===== config.mk =====
export PLATFORM = sky130hd
export DESIGN_NAME = encoder8to3_sched
export DESIGN_NICKNAME = d
export VERILOG_FILES = /design/src/rtl/encoder_pkg.sv /design/src/rtl/encoder8to3_sched_prio_sel.sv /design/src/rtl/encoder8to3_sched.sv
export SDC_FILE = /design/constraint.sdc
export NUM_CORES = 1
export LEC_CHECK = 0
export ABC_CLOCK_PERIOD_IN_PS = 1920
export CAP_MARGIN = 40
export CORE_MARGIN = 4
export CORE_UTILIZATION = 45
export CTS_CLUSTER_DIAMETER = 60
export DETAILED_ROUTE_END_ITERATION = 8
export PLACE_DENSITY = 0.73
export SLEW_MARGIN = 20
export SYNTH_ARGS = -nofsm -noshare
export SYNTH_HDL_FRONTEND = slang
export SYNTH_SLANG_ARGS = --single-unit

===== constraint.sdc =====
create_clock -name clk -period 1.92 [get_ports clk]
set_input_delay 0.48 -clock clk [delete_from_list [all_inputs] [get_ports clk]]
set_output_delay 0.48 -clock clk [all_outputs]
set_load 0.02 [all_outputs]

===== src/rtl/encoder_pkg.sv =====
// Shared defaults, FSM state type and a one-hot helper for the 8-to-3 scheduled encoder.
package encoder_pkg;

   localparam int N_REQ_DEFAULT  = 8;
   localparam int CODE_W_DEFAULT = 3;
   localparam int ONEHOT_W       = 64;

   typedef enum logic {IDLE, PRESENT} state_t;

   // Wide enough for any sensible N_REQ; callers truncate to their own width.
   function automatic logic [ONEHOT_W-1:0] onehot(input logic [31:0] code);
      return ONEHOT_W'(1) << code;
   endfunction

endpackage


===== src/rtl/encoder8to3_sched_prio_sel.sv =====
// Combinational request selector: fixed highest-index priority, or rotating
// priority starting at rr_ptr when ROUND_ROBIN_EN is defined.
module prio_sel #(
   parameter int N = 8,
   parameter int W = 3
) (
   input  logic [N-1:0] vec,
   input  logic [W-1:0] rr_ptr,
   output logic [W-1:0] code,
   output logic         any
);

`ifdef ROUND_ROBIN_EN
   logic [W-1:0] idx;

   // Scan from the farthest candidate back to rr_ptr so the nearest hit wins.
   always_comb begin
      code = '0;
      idx  = '0;
      any  = |vec;
      for (int k = N - 1; k >= 0; k--) begin
         idx = W'((int'(rr_ptr) + k) % N);
         if (vec[idx]) code = idx;
      end
   end
`else
   logic unused_rr_ptr;
   assign unused_rr_ptr = ^rr_ptr;

   always_comb begin
      code = '0;
      any  = |vec;
      for (int i = 0; i < N; i++) begin
         if (vec[i]) code = W'(i);
      end
   end
`endif

endmodule


===== src/rtl/encoder8to3_sched.sv =====
// Sequential 8-to-3 encoder: sticky pending requests served one code per handshake.
// Define ROUND_ROBIN_EN for rotating priority; default is fixed highest-index priority.
module encoder8to3_sched
   import encoder_pkg::*;
#(
   parameter int N_REQ  = N_REQ_DEFAULT,
   parameter int CODE_W = CODE_W_DEFAULT
) (
   input  logic              clk,
   input  logic              rst,
   input  logic              en,
   input  logic [N_REQ-1:0]  req,
   output logic              out_valid,
   output logic [CODE_W-1:0] out_code,
   input  logic              out_ready,
   output logic [N_REQ-1:0]  pending,
   output logic              coalesced
);

   generate
      if (CODE_W != $clog2(N_REQ)) begin : g_bad_code_w
         $error("CODE_W must equal $clog2(N_REQ)");
      end
   endgenerate

   state_t            state;
   logic              hs;
   logic [N_REQ-1:0]  cap;
   logic [N_REQ-1:0]  clr_mask;
   logic [N_REQ-1:0]  pending_nxt;
   logic [CODE_W-1:0] sel_ptr;
   logic [CODE_W-1:0] sel_code;
   logic              sel_any;

   always_comb begin
      hs          = out_valid & out_ready;
      cap         = req & {N_REQ{en}};
      clr_mask    = hs ? N_REQ'(onehot(32'(out_code))) : '0;
      pending_nxt = (pending & ~clr_mask) | cap;
   end

`ifdef ROUND_ROBIN_EN
   logic [CODE_W-1:0] rr_ptr;
   logic [CODE_W-1:0] code_inc;

   assign code_inc = (out_code == CODE_W'(N_REQ - 1)) ? '0 : out_code + 1'b1;
   // The search for the next code already uses the pointer this handshake produces.
   assign sel_ptr  = hs ? code_inc : rr_ptr;

   always_ff @(posedge clk or posedge rst) begin
      if (rst) begin
         rr_ptr <= '0;
      end else if (hs) begin
         rr_ptr <= code_inc;
      end
   end
`else
   assign sel_ptr = '0;
`endif

   prio_sel #(
      .N (N_REQ),
      .W (CODE_W)
   ) u_prio_sel (
      .vec    (pending_nxt),
      .rr_ptr (sel_ptr),
      .code   (sel_code),
      .any    (sel_any)
   );

   always_ff @(posedge clk or posedge rst) begin
      if (rst) begin
         pending   <= '0;
         out_valid <= 1'b0;
         out_code  <= '0;
         coalesced <= 1'b0;
         state     <= IDLE;
      end else begin
         pending   <= pending_nxt;
         coalesced <= |(cap & pending & ~clr_mask);
         case (state)
            IDLE: begin
               if (|pending) begin
                  out_code  <= sel_code;
                  out_valid <= 1'b1;
                  state     <= PRESENT;
               end
            end
            PRESENT: begin
               // Held code is never pre-empted; only a handshake advances it.
               if (hs) begin
                  if (sel_any) begin
                     out_code <= sel_code;
                  end else begin
                     out_valid <= 1'b0;
                     state     <= IDLE;
                  end
               end
            end
         endcase
      end
   end

endmodule


# == Word level (Yosys, flattened, before mapping) ==
# Cells that the tools add are included.
# Widths: inputs -> output; s select.
# totals
out_inout_bits,13
elab_cells,43
register_bits,14
# op_classes
eq_ne,4
reduce_logical,5
mux,20
n_bitwise,8
shifts,1
# ops
cell,n
$and 8x8->8,4
$reduce_or 8->1,3
$mux 3,7
$mux 8,1
$not 8->8,1
$or 8x8->8,1
$shl 1x3->8 const A,1
$mux 1,7
$pmux 3 s2,1
$reduce_and 3->1,2
$mux 2,2
$ne 2x1->1 const B,2
$ne 2x2->1 const B,2
$pmux 1 s2,2
$and 1x1->1,1
$not 1->1,1

# == Longest topological paths before layout ==
# depth
ltp_word,15
ltp_mapped,6
ltp_nobuf,6

# == Cells and area by module ==
# Synthesis repeated with hierarchy kept, for this count alone.
# unflattened
hier_cells,82
hier_area_um2,772.0
# by_module_without_submodules
mod,n_inst,cells_per_inst,seq_area_each_um2,area_each_um2
encoder8to3_sched,1,70,350.3,705.7
prio_sel,1,12,0.0,66.3

# == Worst setup path before layout ==
# No wires, ideal clock.
# synth_timing
kind,register -> register
from,register out_code[0]
to,register out_code[0]
setup_time_ns,0.121
path_buffers,0
arrival_time_ns,1.739
slack_ns,0.060
path_stages_with_launch,7
required_ns,1.799
path_cell_list,dfrtp_1 nand3b_2 o31ai_4 nand4_4 nor4_4 nor2_1 o22a_1
# synth_between
elab_chain_cells,15
# synth_lines
element,line,rtl
start: declaration,encoder8to3_sched.sv:14,"output logic [CODE_W-1:0] out_code,"
start signal: assignment,encoder8to3_sched.sv:84,out_code <= sel_code;
start signal: assignment,encoder8to3_sched.sv:93,out_code <= sel_code;
$shl 1x3->8 *,encoder_pkg.sv:12,return ONEHOT_W'(1) << code;
$mux 8 *,encoder8to3_sched.sv:38,clr_mask = hs ? N_REQ'(onehot(32'(out_code))) : '0;
$not 8->8 *,encoder8to3_sched.sv:39,pending_nxt = (pending & ~clr_mask) | cap;
$and 8x8->8 *,encoder8to3_sched.sv:39,
$or 8x8->8 *,encoder8to3_sched.sv:39,
$mux 1,encoder8to3_sched_prio_sel.sv:34,if (vec[i]) code = W'(i);
$mux 2 (2 in series),encoder8to3_sched_prio_sel.sv:34,
$mux 3 (4 in series),encoder8to3_sched_prio_sel.sv:34,
$mux 3,encoder8to3_sched.sv:92,if (sel_any) begin
$mux 3,encoder8to3_sched.sv:91,if (hs) begin
$pmux 3 s2,encoder8to3_sched.sv:81,case (state)
# Every way passes the cells marked *; elsewhere a longest branch is shown, timed or not. The select of a mux whose other input is x is not followed.
# A chain may end at the register's enable or synchronous reset.

# == Worst setup path after layout ==
# layout_timing
from,input req[1]
to,register out_code[0]
# layout_between
elab_chain_cells,12
# layout_lines
element,line,rtl
start: declaration,encoder8to3_sched.sv:12,"input logic [N_REQ-1:0] req,"
$and 8x8->8 *,encoder8to3_sched.sv:37,cap = req & {N_REQ{en}};
$or 8x8->8 *,encoder8to3_sched.sv:39,
$mux 1,encoder8to3_sched_prio_sel.sv:34,
$mux 2 (2 in series),encoder8to3_sched_prio_sel.sv:34,
$mux 3 (4 in series),encoder8to3_sched_prio_sel.sv:34,
$mux 3,encoder8to3_sched.sv:92,
$mux 3,encoder8to3_sched.sv:91,
$pmux 3 s2,encoder8to3_sched.sv:81,
# Marks and branches as above.

==> results.sh <==
export IMPL_cts_setup_buffers=0
export IMPL_start_util_pct=48.0
export IMPL_syn_avg_cell_area_um2=9.00
export IMPL_tightest_slew_ns=0.549
export IMPL_dpl_worst_slack_ns=-0.466
export IMPL_max_slew_margin_pct=63.4
export IMPL_fin_worst_skew_ns=0.00213
export IMPL_vias_per_cell=5.61
export IMPL_finalNetCount=164
export IMPL_peakVddDrop_mv=0.575
export IMPL_io_buffers=24
export IMPL_firstDrtPassIters=4
export IMPL_cts_max_path_buffers=2
export IMPL_cp_max_fo=3
export IMPL_status="completed"
export IMPL_vias=987
export IMPL_drt_iter0_markers=38
export IMPL_required_ns=2.09
export IMPL_diodes=0
export IMPL_fp_row_count=15
export IMPL_use_met3_pct=4.96
export IMPL_final_hold_viol_count=0
export IMPL_end_kind="flop"
export IMPL_ios=25
export IMPL_p_leak_uw=0.000586
export IMPL_fp_dieW_um=50.9
export IMPL_drv_slew=0
export IMPL_synth_cell_types=29
export IMPL_synth_seq_cells=14
export IMPL_cts_made_buffers=3
export IMPL_ys_seq_area_share_pct=42.3
export IMPL_root_buffer="clkbuf_4"
export IMPL_yosysWarningCount=0
export IMPL_synthCells=92
export IMPL_grt_busiest_layer="met2"
export IMPL_gr_usage_all_layers_pct=23.2
export IMPL_htree_levels=1
export IMPL_synth_top_area_share_pct=42.3
export IMPL_power_density_mw_per_mm2=740
export IMPL_grt_first_pass_wirelength_um=4520
export IMPL_cts_hold_buffers=0
export IMPL_fp_dieH_um=50.9
export IMPL_slowest_delay_ns=0.42
export IMPL_worst_hold_path_type="in -> async"
export IMPL_gr_total_overflow=0
export IMPL_grt_pass1_vias=1007
export IMPL_final_cell_mix="buf_4 (32), clkdlybuf4s50_1 (21), nand2_1 (19), dfrtp_1 (11), o21ai_0 (7)"
export IMPL_grt_antenna_before_repair=0
export IMPL_synth_area_leaders="dfrtp_1 (42%), nand2_1 (8.6%), o31ai_4 (5.1%)"
export IMPL_wirelength_um=2690
export IMPL_fin_crit_sh_pct=98.8
export IMPL_synth_nets=104
export IMPL_grt_use_met2_pct=39.5
export IMPL_layout_commonest_cell="buf_4"
export IMPL_n_fill_cell=133
export IMPL_setup_viol=0
export IMPL_fin_crit_ns=1.90
export IMPL_final_antenna_net_count=0
export IMPL_cp_start_kind="input port"
export IMPL_dieArea_mm2=0.00259
export IMPL_setup_ws_ns=0.0240
export IMPL_insertion_delay_ns=0.29
export IMPL_clock_sinks=14
export IMPL_cts_tree="built"
export IMPL_synth_area_leader_cell="dfrtp_1"
export IMPL_drive_gt1_share_pct=32.5
export IMPL_wl_per_cell_um=15.3
export IMPL_hpwl_um=2090
export IMPL_gp_congestion=0.930
export IMPL_arrival_ns=2.07
export IMPL_cpMaxStageDelayCell="clkdlybuf4s50_1"
export IMPL_drc=0
export IMPL_critPathKind="in -> reg"
export IMPL_coreArea_mm2=0.00173
export IMPL_cap_violations=0
export IMPL_cp_cell_sequence="clkdlybuf4s50_1 -> o21ai_0 -> nand4_4 -> nor4_4 -> nor2_1 -> o22a_1"
export IMPL_synth_area_um2=828
export IMPL_grt_max_degree=15
export IMPL_max_freq_ghz=0.527
export IMPL_grtUsageMet1_pct=27.4
export IMPL_area_growth_pct=68.4
export IMPL_final_setup_tns_ns=0
export IMPL_clk_pin_slew_worst_paths_ns=0.09
## kinds of logic (layout without fill, tap and decap cells)
group / after synthesis / in the layout / synth area share (%)
AOI/OAI and AO/OA: 33 / 33 / 28.1
buffers and inverters: 7 / 66 / 3.17
DFF: 14 / 14 / 42.3
and+or+nand+nor: 38 / 38 / 26.4
## report_power, final
part / leakage (µW) / internal [µW] / switching [µW]
registers: 0.000137 / 332 / 47.7
logic: 0.000428 / 221 / 210
clock network: 0.0000210 / 115 / 106
## per-stage QoR
| stage | power, µW | utilization, % | hold slack [ns] | cell area [µm²] | std cells |
|---|---|---|---|---|---|
| after global placement | 790 | 77.4 | 0.585 | 1340 | 172 |
| after detailed placement | 800 | 77.4 | 0.591 | 1340 | 172 |
| final | 1030 | 80.8 | 0.527 | 1400 | 176 |
| after CTS | 1030 | 80.2 | 0.545 | 1390 | 176 |
| after global routing | 1090 | 80.8 | 0.583 | 1400 | 176 |
| after floorplan | 551 | - | 0.369 | 828 | 92 |
## state kept, by name (all words and copies together) (netlist names)
| signal | cells |
|---|---|
| state | 1 |
| out_valid | 1 |
| pending | 8 |
| out_code | 3 |
| coalesced | 1 |
## Yosys cell counts
master and number:
a211o_1 1, a211oi_1 1, a21oi_1 3, a221oi_1 1, a31oi_1 3, a41oi_1 1
clkbuf_1 1, dfrtp_1 14, inv_1 6, nand2_1 19, nand2b_1 2, nand3_1 1
nand3_2 3, nand3b_2 1, nand4_4 1, nor2_1 6, nor3_1 1, nor4_1 2
nor4_4 1, o211ai_1 1, o21a_1 1, o21ai_0 8, o21ai_1 6, o21bai_1 1
o22a_1 1, o22ai_1 2, o31a_1 1, o31ai_4 2, or3_1 1
## what timing repair did
item                       CTS  global route
gates resized for setup      5             5
pin swaps                    0             1
setup endpoints to repair    7             4
## layer usage
metal	routed length, µm	vias up	share of wire [%]
li1	-	459	-
met5	0	-	0
met4	41	0	1.5
met1	1110	482	41
met2	1390	40	52
met3	138	6	5.1
## cell type report
type | count | area (µm²) | area share [%]
clock buffer | 4 | 36.3 | 2.60
inverter | 6 | 22.5 | 1.61
timing repair buffer | 56 | 484 | 34.7
sequential | 14 | 354 | 25.4
tap | 25 | 31.3 | 2.24
multi-input combinational | 71 | 467 | 33.5
## worst max-delay path: cells and delay by family
family                 cells  cell delay, ns
AO/OA/AOI/OAI              2            0.58
AND/OR/NAND/NOR            3            0.58
buffers and inverters      1            0.42
## worst paths after layout
| kind | from | end | slack [ns] | cells past startpoint |
|---|---|---|---|---|
| max | req[1] | out_code[0] | 0.02 | 6 |
| min | rst | state | 0.53 | 2 |
| max reg2reg | out_code[0] | out_code[0] | 0.05 | 6 |
| min reg2reg | out_valid | state | 0.58 | 1 |
| max in group asynchronous | rst | out_valid | 1.00 | 2 |
| min in group clk | out_valid | state | 0.58 | 1 |
Note: power is estimated with default switching activity, not from simulation.
==> RTL edit (config.mk and constraints unchanged) <==
Add a define of `ROUND_ROBIN_EN`.
--- a/src/rtl/encoder8to3_sched_prio_sel.sv
+++ b/src/rtl/encoder8to3_sched_prio_sel.sv
@@ -1,5 +1,7 @@
 // Combinational request selector: fixed highest-index priority, or rotating
 // priority starting at rr_ptr when ROUND_ROBIN_EN is defined.
+`define ROUND_ROBIN_EN
+
 module prio_sel #(
    parameter int N = 8,
    parameter int W = 3
Behaviour: not the same (a bounded check fails within 4 cycles, from zero or initial values and one cycle with rst high).
==> RTL edit against the unedited design <==
Hold slack better by 0.011 ns; via count up 150%; sequential cell count up 3; critical path type is now reg -> reg; critical endpoint is now out_code[1]$_DFFE_PP0P_; power rose to 6.9 times the old value; the run now ends with setup timing left; register-to-register slack worse by 1.1 ns; area after synthesis up 130%; synthesized cell count rose to 2.6 times the old value; clock power up 25%; cell area up 130%; sequential power up 80%; sequential share of layout area down 12 points; largest cell class is now multi-input gates; setup slack worse by 1.0 ns; die area up 110%; routed wire length rose to 2.8 times the old value.
==> RTL edit: results (changes against the unedited design) <==
- Adder and majority gate portion of the synthesized area: 5.284% (+5.3 points)
- Met2 WL post-DR: 3845 um (+180%)
- The tree is rooted in a sky130_fd_sc_hd__clkbuf_8.
- Count of nets after finishing: 366 (+120%)
- Global-route wire length before repair: 11630 um (+160%)
- The insertion delay of the later-clocked pin in the worst-skew pair is 0.25 ns (-0.04 ns).
- Pin count of the biggest net entering global routing: 18 (+3)
- The worst voltage drop across the vdd grid came to 1.555 mV (+170%).
- The starting DRC count in detailed routing came to 411 (+980%).
- The reg2reg setup slack came to -1.01 ns (-1.06 ns).
- The leakage power came to 1.449 nW (+150%).
- Via count of the first global-routing pass: 2368 (+140%)
- Setup-failing EPs final: 5 (+5)
* Routed wire length: 7629 um (+180%)
* Worst setup margin: -1.012 ns (-1.036 ns)
- The power consumption is 7.073 mW (+590%).
- The wire length on met3 is 496 um (+260%).
* Post-synth cell types: 64 (+120%)
* Peak fanout along the critical path: 4 (+1)
* Clock transition at path regs: 0.07 ns (-0.02 ns)
* Mux contribution to synthesized area: 9.709% (+9.7 points)
- The flow ran to the end, but the final reports show violations.
* Detailed-routing iteration count for the pre-antenna-repair pass: 5 (+1)
- The critical path's largest stage delay was 0.45 ns (+0.03 ns).
* Failing checks: setup timing
* Met2 demand-to-capacity share in global routing: 47.80% (+8.3 points)
* M1 WL: 2990 um (+170%)
- P_int: 3.722 mW (+460%)
- The detailed-placement wirelength estimate was 5202 um (+150%).
- Arrival time at the worst endpoint: 3.11 ns (+1.04 ns)
- M3 GR Usage: 1.791% (-3.2 points)
- STA classifies the critical path startpoint as a flip-flop.
- The ratio of cells with drive above 1 in the final layout is 48.70% (+16 points).
* Met1 Use GR: 36.15% (+8.7 points)
- Fillcell total: 255 (+92%)
- The length in cells of the worst reg-to-reg path came to 14 (+8).
* Compound-gate portion of the synthesized area: 26.29% (-1.8 points)
- Cell with the largest stage delay on the worst path: sky130_fd_sc_hd__dfrtp_2
-- RTL edit: cell count changes after synthesis, moves of 4 or more --
cell | unedited run | this run
sky130_fd_sc_hd__inv_1 | 6 | 12
sky130_fd_sc_hd__nand4_1 | 0 | 4
sky130_fd_sc_hd__nand2_1 | 19 | 32
sky130_fd_sc_hd__nor3_1 | 1 | 6
sky130_fd_sc_hd__a21oi_1 | 3 | 8
sky130_fd_sc_hd__nand3_1 | 1 | 11
sky130_fd_sc_hd__ha_1 | 0 | 8
sky130_fd_sc_hd__nor2_1 | 6 | 23
sky130_fd_sc_hd__clkbuf_1 | 1 | 5
sky130_fd_sc_hd__mux2i_1 | 0 | 9
sky130_fd_sc_hd__o21ai_1 | 6 | 2
sky130_fd_sc_hd__a21o_1 | 0 | 4
-- RTL edit: metrics by stage --
| stage | util (%) | setup TNS [ns] | hold slack (ns) | std cells | setup slack, ns |
|---|---|---|---|---|---|
| after floorplan | - | -2.572 | 0.4059 | 236 | -0.9461 |
| after global placement | 69.78 | -6.162 | 0.5700 | 377 | -1.428 |
| after detailed placement | 69.78 | -6.329 | 0.5909 | 377 | -1.409 |
| after CTS | 75.09 | -2.947 | 0.5521 | 385 | -0.9686 |
| after global routing | 80.96 | -3.882 | 0.5822 | 395 | -1.125 |
| final | 80.96 | -3.257 | 0.5381 | 395 | -1.012 |
-- RTL edit: timing repair --
action / CTS / global route
endpoints found under the setup margin: 9 / 8
buffers inserted: 4 / 10
gates resized for setup: 36 / 37
pin swaps: 8 / 24
hold buffers: 0 / 0
-- RTL edit: final cells by class --
class | instances | area share, %
clock buffers | 4 | 1.381
flip-flops and latches | 17 | 13.23
multi-input cells | 196 | 52.74
inverters | 13 | 1.573
repair buffers | 115 | 29.15
well taps | 50 | 1.918
